`src/rtl/unidade_despacho_pkg.sv`:
```
// Shared opcode, class and field definitions for the in-order dispatch stage.
package unidade_despacho_pkg;

  localparam logic [3:0] OP_NOP = 4'h0;
  localparam logic [3:0] OP_ADD = 4'h1;
  localparam logic [3:0] OP_SUB = 4'h2;
  localparam logic [3:0] OP_MUL = 4'h3;
  localparam logic [3:0] OP_LD  = 4'h4;
  localparam logic [3:0] OP_ST  = 4'h5;

  localparam logic [1:0] CLS_ADD = 2'd0;
  localparam logic [1:0] CLS_MUL = 2'd1;
  localparam logic [1:0] CLS_MEM = 2'd2;

  localparam int OP_HI  = 15;
  localparam int OP_LO  = 12;
  localparam int RD_HI  = 11;
  localparam int RD_LO  = 9;
  localparam int RS1_HI = 8;
  localparam int RS1_LO = 6;
  localparam int RS2_HI = 5;
  localparam int RS2_LO = 3;
  localparam int IMM_HI = 5;
  localparam int IMM_LO = 0;

  typedef enum logic [1:0] {
    KIND_NOP,
    KIND_EXEC,
    KIND_ILLEGAL
  } kind_e;

  function automatic kind_e op_kind(input logic [3:0] op);
    case (op)
      OP_NOP:                                 return KIND_NOP;
      OP_ADD, OP_SUB, OP_MUL, OP_LD, OP_ST:   return KIND_EXEC;
      default:                                return KIND_ILLEGAL;
    endcase
  endfunction

  function automatic logic [1:0] op_class(input logic [3:0] op);
    case (op)
      OP_MUL:       return CLS_MUL;
      OP_LD, OP_ST: return CLS_MEM;
      default:      return CLS_ADD;
    endcase
  endfunction

endpackage

```
`src/rtl/unidade_despacho_fila_circular.sv`:
```
// Parameterised DEPTH x W circular FIFO with synchronous flush; flush beats push/pop.
module fila_circular #(
  parameter int DEPTH = 4,
  parameter int PTR_W = 2,
  parameter int W     = 16
) (
  input  logic             Clock,
  input  logic             Reset,
  input  logic             flush,
  input  logic             push,
  input  logic             pop,
  input  logic [W-1:0]     din,
  output logic [W-1:0]     dout,
  output logic [PTR_W:0]   count,
  output logic             full,
  output logic             empty
);

  localparam logic [PTR_W:0] FULL_CNT = (PTR_W+1)'(DEPTH);

  logic [W-1:0]     mem_q [DEPTH];
  logic [W-1:0]     mem_d [DEPTH];
  logic [PTR_W-1:0] wr_ptr_q, wr_ptr_d;
  logic [PTR_W-1:0] rd_ptr_q, rd_ptr_d;
  logic [PTR_W:0]   count_q, count_d;

  always_comb begin
    mem_d    = mem_q;
    wr_ptr_d = wr_ptr_q;
    rd_ptr_d = rd_ptr_q;
    count_d  = count_q;
    if (flush) begin
      wr_ptr_d = '0;
      rd_ptr_d = '0;
      count_d  = '0;
    end else begin
      if (push) begin
        mem_d[wr_ptr_q] = din;
        wr_ptr_d        = wr_ptr_q + PTR_W'(1);
      end
      if (pop) begin
        rd_ptr_d = rd_ptr_q + PTR_W'(1);
      end
      case ({push, pop})
        2'b10:   count_d = count_q + (PTR_W+1)'(1);
        2'b01:   count_d = count_q - (PTR_W+1)'(1);
        default: count_d = count_q;
      endcase
    end
  end

  always_ff @(posedge Clock) begin
    if (Reset) begin
      wr_ptr_q <= '0;
      rd_ptr_q <= '0;
      count_q  <= '0;
    end else begin
      wr_ptr_q <= wr_ptr_d;
      rd_ptr_q <= rd_ptr_d;
      count_q  <= count_d;
    end
  end

  // Storage needs no reset: an entry is only read after it has been written.
  always_ff @(posedge Clock) begin
    mem_q <= mem_d;
  end

  assign dout  = mem_q[rd_ptr_q];
  assign count = count_q;
  assign full  = (count_q == FULL_CNT);
  assign empty = (count_q == '0);

endmodule

```
`src/rtl/unidade_despacho.sv`:
```
// In-order issue stage: buffers fetched instructions and dispatches the head to ADD/MUL/MEM stations.
// Optional issue/stall counters are enabled with `define UNIDADE_DESPACHO_STATS_EN.
module unidade_despacho
  import unidade_despacho_pkg::*;
#(
  parameter int DEPTH = 4,
  parameter int PTR_W = 2
) (
  input  logic             Clock,
  input  logic             Reset,
  input  logic             Flush,
  input  logic [15:0]      Instrucao,
  input  logic             in_valid,
  output logic             in_ready,
  input  logic             rs_add_full,
  input  logic             rs_mul_full,
  input  logic             rs_mem_full,
  output logic             issue_valid,
  output logic [1:0]       issue_class,
  output logic [3:0]       issue_op,
  output logic [2:0]       issue_rd,
  output logic [2:0]       issue_rs1,
  output logic [2:0]       issue_rs2,
  output logic [5:0]       issue_imm,
  output logic             illegal,
`ifdef UNIDADE_DESPACHO_STATS_EN
  output logic [15:0]      issued_cnt,
  output logic [15:0]      stall_cnt,
`endif
  output logic [PTR_W:0]   count
);

  logic [15:0] head;
  logic        fifo_full, fifo_empty, push, pop;
  logic [3:0]  head_op;
  logic [1:0]  head_cls;
  kind_e       head_kind;
  logic        target_full, active, blocked, do_issue;

  logic       issue_valid_q, issue_valid_d;
  logic [1:0] issue_class_q, issue_class_d;
  logic [3:0] issue_op_q, issue_op_d;
  logic [2:0] issue_rd_q, issue_rd_d;
  logic [2:0] issue_rs1_q, issue_rs1_d;
  logic [2:0] issue_rs2_q, issue_rs2_d;
  logic [5:0] issue_imm_q, issue_imm_d;
  logic       illegal_q, illegal_d;

  assign in_ready = !Reset && !fifo_full;
  assign push     = in_valid && in_ready && !Flush;

  fila_circular #(.DEPTH(DEPTH), .PTR_W(PTR_W), .W(16)) u_fila (
    .Clock (Clock),
    .Reset (Reset),
    .flush (Flush),
    .push  (push),
    .pop   (pop),
    .din   (Instrucao),
    .dout  (head),
    .count (count),
    .full  (fifo_full),
    .empty (fifo_empty)
  );

  // A blocked head stalls the whole queue; NOP and illegal words always drain.
  always_comb begin
    head_op   = head[OP_HI:OP_LO];
    head_kind = op_kind(head_op);
    head_cls  = op_class(head_op);
    case (head_cls)
      CLS_ADD: target_full = rs_add_full;
      CLS_MUL: target_full = rs_mul_full;
      default: target_full = rs_mem_full;
    endcase
    active   = !fifo_empty && !Flush;
    blocked  = active && (head_kind == KIND_EXEC) && target_full;
    do_issue = active && (head_kind == KIND_EXEC) && !target_full;
    pop      = active && !blocked;
  end

  always_comb begin
    issue_valid_d = do_issue;
    illegal_d     = active && (head_kind == KIND_ILLEGAL);
    issue_class_d = issue_class_q;
    issue_op_d    = issue_op_q;
    issue_rd_d    = issue_rd_q;
    issue_rs1_d   = issue_rs1_q;
    issue_rs2_d   = issue_rs2_q;
    issue_imm_d   = issue_imm_q;
    if (do_issue) begin
      issue_class_d = head_cls;
      issue_op_d    = head_op;
      issue_rd_d    = head[RD_HI:RD_LO];
      issue_rs1_d   = head[RS1_HI:RS1_LO];
      issue_rs2_d   = head[RS2_HI:RS2_LO];
      issue_imm_d   = (head_cls == CLS_MEM) ? head[IMM_HI:IMM_LO] : 6'd0;
    end
  end

  always_ff @(posedge Clock) begin
    if (Reset) begin
      issue_valid_q <= 1'b0;
      issue_class_q <= '0;
      issue_op_q    <= '0;
      issue_rd_q    <= '0;
      issue_rs1_q   <= '0;
      issue_rs2_q   <= '0;
      issue_imm_q   <= '0;
      illegal_q     <= 1'b0;
    end else begin
      issue_valid_q <= issue_valid_d;
      issue_class_q <= issue_class_d;
      issue_op_q    <= issue_op_d;
      issue_rd_q    <= issue_rd_d;
      issue_rs1_q   <= issue_rs1_d;
      issue_rs2_q   <= issue_rs2_d;
      issue_imm_q   <= issue_imm_d;
      illegal_q     <= illegal_d;
    end
  end

  assign issue_valid = issue_valid_q;
  assign issue_class = issue_class_q;
  assign issue_op    = issue_op_q;
  assign issue_rd    = issue_rd_q;
  assign issue_rs1   = issue_rs1_q;
  assign issue_rs2   = issue_rs2_q;
  assign issue_imm   = issue_imm_q;
  assign illegal     = illegal_q;

`ifdef UNIDADE_DESPACHO_STATS_EN
  // Saturating counters survive Flush; only Reset clears them.
  logic [15:0] issued_cnt_q, issued_cnt_d;
  logic [15:0] stall_cnt_q, stall_cnt_d;

  always_comb begin
    issued_cnt_d = issued_cnt_q;
    stall_cnt_d  = stall_cnt_q;
    if (do_issue && issued_cnt_q != 16'hFFFF) issued_cnt_d = issued_cnt_q + 16'd1;
    if (blocked && stall_cnt_q != 16'hFFFF)   stall_cnt_d  = stall_cnt_q + 16'd1;
  end

  always_ff @(posedge Clock) begin
    if (Reset) begin
      issued_cnt_q <= '0;
      stall_cnt_q  <= '0;
    end else begin
      issued_cnt_q <= issued_cnt_d;
      stall_cnt_q  <= stall_cnt_d;
    end
  end

  assign issued_cnt = issued_cnt_q;
  assign stall_cnt  = stall_cnt_q;
`endif

endmodule

```
`config.mk`:
```
export PLATFORM = sky130hd
export DESIGN_NAME = unidade_despacho
export DESIGN_NICKNAME = d
export VERILOG_FILES = /design/src/rtl/unidade_despacho_pkg.sv /design/src/rtl/unidade_despacho_fila_circular.sv /design/src/rtl/unidade_despacho.sv
export SDC_FILE = /design/constraint.sdc
export NUM_CORES = 1
export LEC_CHECK = 0
export CORE_MARGIN = 4
export CORE_UTILIZATION = 49
export CTS_CLUSTER_SIZE = 40
export DETAILED_ROUTE_END_ITERATION = 10
export GPL_TIMING_DRIVEN = 0
export PLACE_DENSITY = 0.83
export SYNTH_ARGS = -nofsm -noshare
export SYNTH_HDL_FRONTEND = slang
export SYNTH_SLANG_ARGS = --single-unit
```
`constraint.sdc`:
```
create_clock -name Clock -period 8.3 [get_ports Clock]
set_input_delay 1.245 -clock Clock [delete_from_list [all_inputs] [get_ports Clock]]
set_output_delay 1.245 -clock Clock [all_outputs]
set_load 0.01 [all_outputs]
```
* Yosys cells after proc, flatten, opt, wreduce, memory -nomap -nowiden
Cells that the tools add are included. Widths: inputs -> output; s select.
Storage, ports and cells: register bits after elaboration 94, bits in latches 0, RAM bits 0, ROM bits 0, bits of input ports 23, output and inout port bits 27, word-level logic and storage cells 72, memories kept 0
Cells by class: add/subtract/negate cells 4, multipliers 0, div/mod/pow operators 0, order comparisons 3, equal/unequal tests 12, shifts and indexed selects 0, muxes and demuxes 11, bitwise logic cells 3, reduce and logical (&&, ||, !) cells 24
Operator list (count):
- $bwmux 64 | 1
- $mux 16 | 3
- $bmux 16 s2 | 1
- $demux 16 s2 | 1
- $logic_and 1x1->1 | 10
- $eq 4x2->1 const B | 2
- $eq 4x3->1 const B | 2
- $pmux 2 s2 | 2
- $eq 2x1->1 const B | 3
- $eq 2x2->1 const B | 3
- $ge 3x3->1 const B | 2
- $logic_not 1->1 | 6
- $mux 6 | 1
- $not 2->3 | 2
- $pmux 3 s2 | 1
- $reduce_or 5->1 | 1
- $add 2x1->2 const B | 2
- $eq 4x1->1 const B | 1
- $logic_not 4->1 | 1
- $reduce_or 2->1 | 2
- $add 3x1->3 const B | 1
- $eq 3x3->1 const B | 1
- $logic_not 3->1 | 1
- $lt 3x1->1 const B | 1
- 6 further kinds | 6

* Longest topological paths before layout
Gate-level depths: netlist of run 1.
word-level depth 14, depth in mapped cells 12, gate-level depth less buffers 11

* Hierarchy
From an unflattened synthesis of run 1, not the netlist that was laid out.
Second synthesis, totals: cell total of the unflattened synthesis 248, area total of the unflattened synthesis 3921.3 µm²
Modules (own cells, without submodules):
- fila_circular | instances 1, cells each 130, area each 2753.9 µm², sequential area each 2062.0 µm²
- unidade_despacho | instances 1, cells each 118, area each 1167.4 µm², sequential area each 460.4 µm²

* Worst setup path after synthesis of run 1
Ideal clock, no wire load.
path kind input to register, start input rs_mul_full, end register u_fila.count_q[2], in the netlist u_fila.count[2], library setup time 0.070 ns, arrival 3.264 ns, data required time 8.230 ns, setup slack 4.966 ns, stages on the path 10, path buffers 0, cell sequence or2_2 o22ai_1 a221oi_1 a21oi_1 ha_1 inv_1 fa_1 xor2_1 or3_1 a21oi_1
On the way: longest elaborated chain between the ends 6, elaborated cells between the ends (all ways) 8, those cells by class 2 x eq/ne; 2 x mux; 4 x reduce/logical
RTL lines:
- start: declaration | line unidade_despacho.sv:16 | input logic rs_mul_full,
- $pmux 1 s2 (*) | line unidade_despacho.sv:70 | case (head_cls)
- $logic_and 1x1->1 (*) | line unidade_despacho.sv:76 | blocked = active && (head_kind == KIND_EXEC) && target_full;
- $logic_not 1->1 (*) | line unidade_despacho.sv:78 | pop = active && !blocked;
- $logic_and 1x1->1 (*) | line unidade_despacho.sv:78
- net pop | line unidade_despacho.sv:34 | logic fifo_full, fifo_empty, push, pop;
- $eq 2x1->1 / $eq 2x2->1 (equally long branches) | line unidade_despacho_fila_circular.sv:44 | case ({push, pop})
- $pmux 3 s2 / $reduce_bool 2->1 (equally long branches)
- end signal: assignment | line unidade_despacho_fila_circular.sv:60 | count_q <= count_d;
- end: declaration | line unidade_despacho_fila_circular.sv:25 | logic [PTR_W:0] count_q, count_d;
Mark *: on every way through the listed nets, which the timed path passes. The rest lies on a longest branch. A chain may end at the register's enable or synchronous reset.

* Final worst setup path of run 1
start input Reset, end output in_ready
On the way: longest elaborated chain between the ends 2
RTL lines:
- start: declaration | line unidade_despacho.sv:10 | input logic Reset,
- $logic_not 1->1 | line unidade_despacho.sv:49 | assign in_ready = !Reset && !fifo_full;
- $logic_and 1x1->1 | line unidade_despacho.sv:49
- end: declaration | line unidade_despacho.sv:14 | output logic in_ready,
No other way between the ends.

==> results.txt, run 1 <==
The number of hold violations in the final report was 0. The post-route antenna net violation count came out at 0. The mapped netlist covers between 0.003 and 0.004 mm². The placeable core area came out at 0.00773 mm². The endpoint identified for the worst register-to-register timing path is u_fila.count[2]$_SDFFE_PP0P_. The routed wire length came out at around 7100 µm. The largest fanout on the critical path came out at 10.

The most numerous cell type found on the critical path is clkdlybuf4s50_1. The global-route wire length before repair came out at ~12000 µm. The number of global-route vias before repair came out at around 2.4k. The total leakage power came out at 1.55 nW. The number of buffers created by CTS is 9. The kind of start point of the critical path is an input pin.

Walking the worst path, the cells encountered are clkdlybuf4s50_1, clkbuf_1, a21oi_1, clkdlybuf4s50_1. The total of buffers placed on input and output ports came out at 49. Entering global routing, the biggest net connects 18 pins.

Leaving out fill and tap cells, the most frequent cell in the layout is edfxtp_1. The worst hold path belongs to the class reg2reg. Clock skew on the completed layout was measured at 0.0100 ns. CTS saw between 90 and 100 sinks. The clock slew at the register clock pins of the worst setup and hold paths is approximately 0.10 ns. The post-CTS setup-driven buffer insertion count is 0. TritonCTS built the clock tree. The placement-stage worst setup slack is roughly 4.3 ns. The estimated wirelength of the detail-placed design is between 5000 and 6000 µm.

The die area is ~0.0095 mm². The sequential cells in the finished layout cover a total of 0.00252 mm². The relative area change from synthesis to final layout is 20.5%.

Broken down by cell family, the worst path's largest delay share belongs to buffers and inverters. The transition at the pin with the smallest max-transition slack is approximately 0.88 ns. The number of inserted diodes is 0. The post-cts hold buffer count is 0. Setup repair after global routing left no endpoint under its margin. In the routed design, unresolved DRC markers number 0.

The part of the power in combinational logic is 5.2%. The slack of the critical path came out at between 4 and 5 ns. The cell taking the most area after synthesis is edfxtp_1. In this run the worst setup path begins at Reset.

For this run, the slowest stage of the critical path takes ~0.58 ns. The worst path uses between 40 and 50% of the clock period. The post-synthesis area per instance came out at roughly 15 µm².

Clock tree synthesis selected as its root buffer the cell clkbuf_8. Summed over all failing endpoints, the final setup total negative slack is 0 ns. In the layout the commonest cells are edfxtp_1, clkdlybuf4s50_1, nand2b_1. The clock insertion delay at the later pin of the skew report is 0.37 ns. Synthesis produced a netlist with a net count of 293.

Routability-driven placement finished with a final weighted congestion of between 0.7 and 0.8. Data arrives at the worst endpoint at around 2.8 ns. Yosys printed 0 warnings. The number of iterations in the first detailed-routing pass is 4.

The boundary pin count came out at 50. The logic depth of the worst setup path including buffers is 4. The analysis attributes to net switching a power of around 0.00019 W. Measured along the x axis, the die boundary spans just under 100 µm. The count of nets after finishing came out at 353. The initial core utilization came out at between 50% and 60%.

After clock tree synthesis, the repair step resized 0 gates. The power per cell area came out at around 170 mW/mm². The max-slew violation count is 0. The depth of the most critical reg-to-reg path came out at 11.

STA classifies the critical path endpoint as an output port. The via count is 2287. The global-route total usage across every layer came out at between 10% and 20%. By area the synthesized netlist is led by edfxtp_1, dfxtp_1, mux4_2. The level count of the clock H-tree is 3. For this run, the leading register cell type out of synthesis is edfxtp_1. Across the VDD grid, the largest voltage drop is 0.0856 mV. The routed wire length per instance came out at 16.5 µm. The final count of negative-setup-slack endpoints came out at 0. STA puts the critical path data required time at around 7.1 ns. The number of enable flip-flop cells after synthesis is 64.

Following the worst setup path forward leads to its endpoint at in_ready. The setup slack of the most critical reg-to-reg path came out at 4.81 ns. The filler cells instantiated in the layout total approximately 570. The clock network power share is 33.6%. The proportion of total power due to net switching came out at 22.7%. Dividing the detail-routed via count by the number of cells gives roughly 5.3.

The buffer levels on the longest clock path is 2. The relative slew slack came out at roughly 41%. Across the run, the number of max-cap violations was 0.

The cell count after synthesis came out at 264. The async set-or-reset flop fraction in the synthesized netlist came out at 0%. The register bit count reported by yosys is 94. The cell at the slowest stage of the critical path is clkdlybuf4s50_1. The worst setup path is of the in2out kind. Together, buffers and inverters on the worst path number 3. The fraction of final layout cells with drive strength greater than 1 is between 10% and 20%.

The total global routing overflow is 0. The flow ran to the end, and the final reports show no timing, DRC or antenna violations. Of the synthesized area, sequential elements account for approximately 64%. The share of the synthesized area in the top cell type is between 40% and 50%. The number of antenna violations at the first check in global routing came out at 0. The area of the multi-input gates is ~0.0013 mm². The worst path needs ~4 ns of the cycle, external delays included. Based on the critical path, the design can be clocked at up to approximately 250 MHz. The height of the die is ~100 µm.

The count of cell types in the netlist is 42. The launch instance of the worst register-to-register path is u_fila.rd_ptr_q[1]$_SDFFE_PP0P_. The proportion of power drawn by flip-flops and latches is 61.2%. The starting DRC count in detailed routing came out at approximately 110. The internal power summed over all cells came out at 0.000637 W. In this run the core area contains 32 standard-cell rows.
[cells by family after synthesis]
family | count (synthesis) | synth area share [%]
AOI/OAI and AO/OA | 27 | 5.09
xor gates and xnor gates | 3 | 0.672
adders and majority gates | 6 | 2.11
buffers and inverters | 22 | 2.53
DFF | 94 | 64.5
muxes | 33 | 13.6
and+or+nand+nor | 79 | 11.6
[layout make-up]
| cell class | instances | share of cell area, % |
|---|---|---|
| repair buffers | 49 | 10.4 |
| flip-flops and latches | 94 | 53.5 |
| plain buffers | 11 | 1.22 |
| inverters | 11 | 0.876 |
| clock buffers | 9 | 2.63 |
| clock inverters | 7 | 1.27 |
| multi-input cells | 148 | 27.4 |
| well taps | 102 | 2.71 |
[power by group through the flow]
stage / clock network (W) / logic [W] / registers (W)
floorplan: 0 / 0.0000213 / 0.000516
global placement: 0 / 0.0000415 / 0.000515
detailed placement: 0 / 0.0000429 / 0.000516
CTS: 0.000282 / 0.0000431 / 0.000505
global route: 0.000305 / 0.0000468 / 0.000505
finish: 0.000277 / 0.0000429 / 0.000505
[tightest hold or removal path, delay by kind of cell (launching register included)]
family          cells  cell delay (ns)
flops               1             0.32
compound gates      1             0.05
simple gates        1             0.06
[how the worst min path moves through the flow]
stage / start / end / slack (ns) / depth (start not counted)
floorplan: u_fila.wr_ptr_q[1]$_SDFFE_PP0P_ / u_fila.wr_ptr_q[1]$_SDFFE_PP0P_ / 0.47 / 2
global placement: issue_imm[0]$_SDFFE_PP0P_ / issue_imm[0]$_SDFFE_PP0P_ / 0.46 / 2
detailed placement: issue_imm[0]$_SDFFE_PP0P_ / issue_imm[0]$_SDFFE_PP0P_ / 0.46 / 2
CTS: issue_imm[0]$_SDFFE_PP0P_ / issue_imm[0]$_SDFFE_PP0P_ / 0.47 / 2
global route: issue_rs2[0]$_SDFFE_PP0P_ / issue_rs2[0]$_SDFFE_PP0P_ / 0.50 / 2
finish: issue_imm[0]$_SDFFE_PP0P_ / issue_imm[0]$_SDFFE_PP0P_ / 0.47 / 2
[metal layers]
layer / global-route usage (%) / routed length [µm] / vias to the layer above
li1: - / - / 1102
met1: 19.6 / 3060 / 1103
met2: 26.3 / 3460 / 64
met3: 4.38 / 401 / 18
met4: 7.56 / 187 / 0
met5: 0 / 0 / -
[stage by stage]
step / total power, W / hold WS [ns] / cells / cell area, µm² / utilization (%)
6_report: 0.000824 / 0.472 / 431 / 4710 / 61.0
5_1_grt: 0.000857 / 0.503 / 431 / 4710 / 61.0
4_1_cts: 0.000830 / 0.474 / 431 / 4710 / 61.0
3_5_place_dp: 0.000559 / 0.458 / 415 / 4530 / 58.6
3_3_place_gp: 0.000557 / 0.456 / 415 / 4530 / 58.6
2_1_floorplan: 0.000537 / 0.469 / 264 / 3910 / -
[state kept, by name, indices dropped and copies added (netlist names)]
register,count
u_fila.count,3
issue_rs2,3
issue_imm,6
u_fila.mem_q,64
u_fila.wr_ptr_q,2
issue_op,4
issue_class,2
issue_valid,1
issue_rd,3
issue_rs1,3
illegal,1
u_fila.rd_ptr_q,2
[cell usage after synthesis (2+ instances only)]
| cell | count |
|---|---|
| a21oi_1 | 7 |
| a31oi_1 | 2 |
| and2_1 | 5 |
| buf_1 | 2 |
| buf_6 | 2 |
| clkbuf_1 | 6 |
| dfxtp_1 | 30 |
| edfxtp_1 | 64 |
| ha_1 | 5 |
| inv_1 | 11 |
| mux2i_1 | 17 |
| mux4_2 | 16 |
| nand2_1 | 9 |
| nand2b_1 | 31 |
| nand3_1 | 7 |
| nor2_1 | 9 |
| nor3_1 | 4 |
| o21ai_0 | 4 |
| o21ai_1 | 4 |
| or2_2 | 3 |
| or3_1 | 4 |
| xor2_1 | 2 |
No activity file was read; power rests on OpenSTA's default activity.
==> run 2: changes to the inputs <==
--- a/config.mk
+++ b/config.mk
@@ -10,7 +10,7 @@
 export CTS_CLUSTER_SIZE = 40
 export DETAILED_ROUTE_END_ITERATION = 10
 export GPL_TIMING_DRIVEN = 0
-export PLACE_DENSITY = 0.83
+export PLACE_DENSITY = 0.86
 export SYNTH_ARGS = -nofsm -noshare
 export SYNTH_HDL_FRONTEND = slang
 export SYNTH_SLANG_ARGS = --single-unit
==> constraint.sdc (replaced) <==
create_clock -name Clock -period 3.7 [get_ports Clock]
set_input_delay 0.555 -clock Clock [delete_from_list [all_inputs] [get_ports Clock]]
set_output_delay 0.555 -clock Clock [all_outputs]
set_load 0.01 [all_outputs]
==> results.txt, run 2 (same netlist as run 1, synthesis figures left out) <==
The max-slew violation count was 0 (unchanged). The post-cts sizing count is 0 (unchanged). The maximum vdd ir drop came out at 0.250 mV (+190%). The clock slew at the register clock pins of the worst setup and hold paths is 0.09 ns (about the same). After global routing, the most crowded layer is met2. The fraction of final layout cells with drive strength greater than 1 was 13.1% (unchanged). The placement-stage worst setup slack came out at 0.285 ns (-3.99 ns). The depth of the most critical reg-to-reg path is 11 (unchanged).

The power per cell area was 387 mW/mm² (+120%). The placeable core area came out at 0.00773 mm² (unchanged). The worst endpoint data arrival time came out at 3.72 ns (+0.94 ns). The global routing met1 resource utilization came to 19.6% (about the same). The clock insertion delay at the later pin of the skew report came to 0.35 ns (-0.02 ns). Clock tree synthesis selected as its root buffer the cell clkbuf_8. The transition at the pin with the smallest max-transition slack came out at 0.886 ns (+0.00691 ns).

For hold timing, the worst endpoint is issue_imm[0]$_SDFFE_PP0P_. The number of clock sinks was 94 (unchanged). Derived from the worst setup path, the maximum achievable clock frequency is between 200 and 300 MHz. The average via count per standard cell is 5.42 (+2.1%). The boundary pin count came out at 50 (unchanged). The die outline width came out at 97.4 µm (unchanged). The number of hold violations in the final report is 0 (unchanged). The timing startpoint of the critical path is u_fila.rd_ptr_q[1]$_SDFFE_PP0P_. The final-layout setup total negative slack came out at 0 ns (unchanged). In this run the most critical hold path is launched from issue_imm[0]$_SDFFE_PP0P_.

The slack of the critical path was 0.263 ns (-4.01 ns). The total of buffers placed on input and output ports was 49 (unchanged). The count of nets after finishing is 353 (unchanged).

The category of the most critical setup path is reg2reg. The relative area change from synthesis to final layout came out at 20.2%. The post-route antenna net violation count is 0 (unchanged). The largest stage delay on the critical path came out at 0.44 ns (-0.14 ns). The estimated wirelength of the detail-placed design came out at 4940 µm (-1.2%). The global-route met2 utilization was 25.6% (-0.69 points). The height of the die is 97.4 µm (unchanged).

Walking the worst path, the cells encountered are clkbuf_1, mux4_2, or3_1, and2_1, a21oi_1, ha_1, inv_1, fa_1, xor2_1, or3_1, a21oi_1. The final count of negative-setup-slack endpoints was 0 (unchanged). The worst register-to-register path begins at u_fila.rd_ptr_q[1]$_SDFFE_PP0P_.

The residual DRC count is 0 (unchanged). The total leakage power is 1.56 nW (+0.37%). The path class of the tightest hold or removal check is reg2reg. The final critical delay including setup and external delays came out at about 3.4 ns. The count of max-cap constraint violations came to 0 (unchanged). The number of global-route vias before repair came out at 2301 (-3.8%).

The largest individual stage delay along the critical path comes from the cell mux4_2. The relative slew slack came out at 40.0% (-1.4 points). The total global routing overflow was 0 (unchanged). The number of iterations in the first detailed-routing pass came out at 4 (unchanged). The die area is 0.00948 mm² (unchanged). The kind of start point of the critical path is a register. The global-route wire length before repair was 11600 µm (-1.9%). The global-route total usage across every layer came to 15.6% (-0.41 points).

The clock tree from TritonCTS is built. The number of inserted diodes came out at 0 (unchanged). The flow ran to the end, and the final reports show no timing, DRC or antenna violations.

The buffer levels on the longest clock path came out at 2 (unchanged). The global-route met3 utilization came out at 3.23% (-1.1 points). The routed wire length per instance came out at 16.7 µm (+1.3%). The level count of the clock H-tree was 3 (unchanged). The standard-cell row count is 32 (unchanged).

The final weighted congestion of routability-driven global placement is 0.833 (+6.8%). The endpoint of the most critical register-to-register path is u_fila.count[2]$_SDFFE_PP0P_. The clock skew after layout came to 0.00887 ns (-0.00115 ns).

The most frequent standard cell in the layout excluding fill and tap cells is edfxtp_1. The data required time of the worst path came out at 3.99 ns (-3.06 ns). The number of stages on the worst hold path is 2 (unchanged). The setup slack of the most critical reg-to-reg path is 0.26 ns (-4.55 ns).

The post-cts hold buffer count came to 0 (unchanged). The initial core utilization came out at 50.6% (unchanged). The via count came out at 2334 (+2.1%). The pin count of the biggest net entering global routing came out at 17 (-1).

The number of buffers created by CTS is 9 (unchanged). The largest fanout on the critical path is 10 (unchanged). The flip-flop count of the largest register, all copies and words added came out at 64 (unchanged).

The endpoint kind of the worst setup timing path is a register. In the layout the commonest cells are edfxtp_1, clkdlybuf4s50_1, nand2b_1. The routed wire length came out at 7200 µm (+1.3%). The fraction of the cycle the final worst path needs is between 90% and 100%. More flip-flops sit in one register than any other, and that register is u_fila.mem_q.

The starting DRC count in detailed routing is 133 (+25%). The number of antenna violations at the first check in global routing is 0 (unchanged). Setup repair after global routing left no endpoint under its margin. The post-CTS setup-driven buffer insertion count is 0 (unchanged).
## run 2: cell count changes in the layout (fill, tap and decap cells not counted), sizes merged
cell	change
clkinv	+2
clkinvlp	-2
## run 2: worst max-delay path by stage
stage                                         to  slack (ns)  cells past startpoint
floorplan           u_fila.count[2]$_SDFFE_PP0P_        0.57                     11
global placement    u_fila.count[2]$_SDFFE_PP0P_        0.34                     11
finish              u_fila.count[2]$_SDFFE_PP0P_        0.26                     11
global route        u_fila.count[2]$_SDFFE_PP0P_        0.05                     11
detailed placement  u_fila.count[2]$_SDFFE_PP0P_        0.29                     11
CTS                 u_fila.count[2]$_SDFFE_PP0P_        0.26                     11
## run 2: through the flow
step                std cells  power (W)  util [%]  hold WS (ns)  area (µm²)
detailed placement        415    0.00125      58.6         0.463        4530
floorplan                 264    0.00120         -         0.469        3910
global placement          415    0.00125      58.6         0.454        4530
finish                    431    0.00182      60.9         0.471        4700
global route              431    0.00189      60.9         0.498        4700
CTS                       431    0.00183      60.9         0.477        4700
## run 2: power by group
part	internal, W	switching [W]	leakage (nW)	total, W
Clock	0.000245	0.000347	0.0894	0.000592
Combinational	0.0000486	0.0000482	0.649	0.0000968
Sequential	0.00113	0.00000344	0.820	0.00113
Total	0.00142	0.000398	1.56	0.00182
## run 2: cell type report
type / instances / area, µm²
plain buffers: 11 / 57.6
clock buffers: 9 / 124
clock inverters: 7 / 48.8
fillers: 558 / 3020
inverters: 11 / 41.3
multi-input cells: 148 / 1290
flip-flops and latches: 94 / 2520
well taps: 102 / 128
repair buffers: 49 / 490
## run 2: worst max-delay path: cells and delay by family, from the launching register on
kind                       cells  cell delay (ns)
DFF                            1             0.35
buffers and inverters          2             0.48
muxes                          1             0.44
adders and majority gates      2             0.60
xor gates and xnor gates       1             0.16
AOI/OAI and AO/OA              2             0.39
and+or+nand+nor                3             0.96
## run 2: routing by layer
| layer | vias up | share of wire [%] |
|---|---|---|
| li1 | 1102 | - |
| met1 | 1134 | 43 |
| met2 | 80 | 50 |
| met3 | 18 | 5.0 |
| met4 | 0 | 2.2 |
| met5 | - | 0 |
==> run 3: changes to the inputs <==
--- a/config.mk
+++ b/config.mk
@@ -10,7 +10,7 @@
 export CTS_CLUSTER_SIZE = 40
 export DETAILED_ROUTE_END_ITERATION = 10
 export GPL_TIMING_DRIVEN = 0
-export PLACE_DENSITY = 0.86
+export PLACE_DENSITY = 0.72
 export SYNTH_ARGS = -nofsm -noshare
 export SYNTH_HDL_FRONTEND = slang
 export SYNTH_SLANG_ARGS = --single-unit
==> results.txt, run 3 (same netlist as run 1, synthesis figures left out) <==
The number of hold violations in the final report is 0 (unchanged). u_fila.mem_q holds more flip-flops than any other register. The number of instances in the placed design is 415 (unchanged). The estimated wirelength of the detail-placed design is 4770 µm (-3.5%). The transition at the pin with the smallest max-transition slack is 0.876 ns (-0.0104 ns).

The number of stages on the worst hold path came to 2 (unchanged). The top achievable clock speed is 289 MHz (-0.52%). The clock tree from TritonCTS is built. The initial core utilization is 50.6% (unchanged). The via count was 2275 (-2.5%). The post-cts sizing count came out at 0 (unchanged).

The final count of negative-setup-slack endpoints is 0 (unchanged). The combined buffer and inverter count along the critical path was 2 (unchanged). The total global routing overflow came out at 0 (unchanged). The worst setup path is launched from a register.

The global-route total usage across every layer came to 15.1% (-0.47 points). The starting DRC count in detailed routing came out at 121 (-9.0%). The logic depth of the worst setup path including buffers is 11 (unchanged). The die area is 0.00948 mm² (unchanged). The number of iterations in the first detailed-routing pass is 4 (unchanged). The die outline width came out at 97.4 µm (unchanged). The maximum vdd ir drop came out at 0.316 mV (+26%). The slack of the critical path is 0.245 ns (-0.0180 ns). Traced cell by cell, the critical path runs through clkbuf_1, mux4_2, or3_1, and2_1, a21oi_1, ha_1, inv_1, fa_1, xor2_1, or3_1, a21oi_1. The run finished with clean final reports.

The relative slew slack was 40.7% (+0.70 points). Setup repair after global routing left no endpoint under its margin. The boundary pin count came out at 50 (unchanged). The routed wire length per instance is 15.9 µm (-4.7%). The flip-flop count of the largest register, all copies and words added is 64 (unchanged). The relative area change from synthesis to final layout came out at 21.3%. The fraction of the cycle the final worst path needs was 93.4% (+0.49 points). The total of buffers placed on input and output ports is 49 (unchanged). The post-CTS setup-driven buffer insertion count is 0 (unchanged). The clock insertion delay at the later pin of the skew report is 0.34 ns (about the same). The residual DRC count was 0 (unchanged).

STA classifies the critical path endpoint as a register. The post-cts hold buffer count was 0 (unchanged). The power per cell area came to 412 mW/mm² (+6.4%). The average via count per standard cell is 5.28 (-2.5%). The post-detailed-placement cell area came out at 0.00453 mm² (unchanged).

The clock skew after layout is 0.00804 ns (-0.000828 ns). The pin count of the biggest net entering global routing came out at 17 (unchanged). The depth of the most critical reg-to-reg path came out at 11 (unchanged). The number of global-route vias before repair is 2210 (-4.0%). The data required time of the worst path came out at 3.98 ns (about the same). The number of clock sinks is 94 (unchanged). The count of nets after finishing is 353 (unchanged). The post-layout total power is 0.00196 W (+7.4%). The number of antenna violations at the first check in global routing is 0 (unchanged). The max-slew violation count came out at 0 (unchanged).

The type of the most critical hold path is reg2reg. The total leakage power came to 1.57 nW (+0.69%). The routed wire length came out at 6870 µm (-4.7%).

The category of the most critical setup path is reg2reg. The count of max-cap constraint violations came out at 0 (unchanged). The standard-cell row count came out at 32 (unchanged). The clock slew at the register clock pins of the worst setup and hold paths is 0.09 ns (about the same). The final weighted congestion of routability-driven global placement came to 0.780 (-6.3%). The height of the die came out at 97.4 µm (unchanged).

The worst endpoint data arrival time is 3.73 ns (about the same). The placement-stage worst setup slack was 0.289 ns (+0.00379 ns). The cell at the slowest stage of the critical path is mux4_2.

The largest stage delay on the critical path is 0.45 ns (about the same). The largest fanout on the critical path is 10 (unchanged). The post-route antenna net violation count was 0 (unchanged). The placeable core area was 0.00773 mm² (unchanged). Leaving out fill and tap cells, the most frequent cells in the layout are edfxtp_1, clkdlybuf4s50_1, nand2b_1. The buffer levels on the longest clock path came out at 2 (unchanged). The CTS root buffer is clkbuf_8. Among cell families on the critical path, the largest total delay comes from simple AND/OR/NAND/NOR gates. The fraction of final layout cells with drive strength greater than 1 is 12.5% (-0.61 points). The level count of the clock H-tree is 3 (unchanged). The final instance count without filler cells came out at 431 (unchanged). The final critical delay including setup and external delays is 3.46 ns (+0.0180 ns). The final cell area excluding filler cells is 0.00475 mm² (+0.90%). The number of buffers created by CTS came out at 9 (unchanged). The global-route wire length before repair came out at 11300 µm (-2.0%). The library cell used most frequently in the layout, excluding fill and tap cells, is edfxtp_1. The number of inserted diodes came out at 0 (unchanged). The final-layout setup total negative slack is 0 ns (unchanged).
-- run 3: final cells by class --
class / count / area (µm²)
Buffer: 11 / 57.6
Multi-Input combinational cell: 148 / 1290
Tap cell: 102 / 128
Inverter: 11 / 41.3
Fill cell: 588 / 2980
Clock buffer: 11 / 131
Sequential cell: 94 / 2520
Timing Repair Buffer: 49 / 490
Clock inverter: 5 / 83.8
-- run 3: layer usage --
metal	share of wire, %	GRT usage (%)	vias up
met5	0	0	-
met4	1.8	5.22	0
met3	6.2	2.94	11
met2	46	23.4	65
met1	46	21.5	1101
li1	-	-	1098
-- run 3: power breakdown --
| group | leakage (nW) | total [W] | internal, W | switching [W] |
|---|---|---|---|---|
| logic | 0.649 | 0.0000963 | 0.0000486 | 0.0000477 |
| clock network | 0.100 | 0.000727 | 0.000384 | 0.000344 |
| registers | 0.820 | 0.00113 | 0.00113 | 0.00000314 |
-- run 3: worst min-delay path: stages, from the launching register on --
cell and delay (ns):
dfxtp_1 0.32, nand2b_1 0.07, o21ai_1 0.05
-- run 3: worst paths after layout --
| check | start | to | slack [ns] |
|---|---|---|---|
| max | u_fila.rd_ptr_q[1]$_SDFFE_PP0P_ | u_fila.count[2]$_SDFFE_PP0P_ | 0.24 |
| min | issue_imm[2]$_SDFFE_PP0P_ | issue_imm[2]$_SDFFE_PP0P_ | 0.47 |
| max reg2reg | u_fila.rd_ptr_q[1]$_SDFFE_PP0P_ | u_fila.count[2]$_SDFFE_PP0P_ | 0.24 |
| min reg2reg | issue_imm[2]$_SDFFE_PP0P_ | issue_imm[2]$_SDFFE_PP0P_ | 0.47 |
-- run 3: stage by stage --
step	hold slack, ns	utilization [%]
floorplan	0.469	-
global placement	0.451	58.6
detailed placement	0.464	58.6
CTS	0.477	61.4
global route	0.488	61.4
finish	0.474	61.4
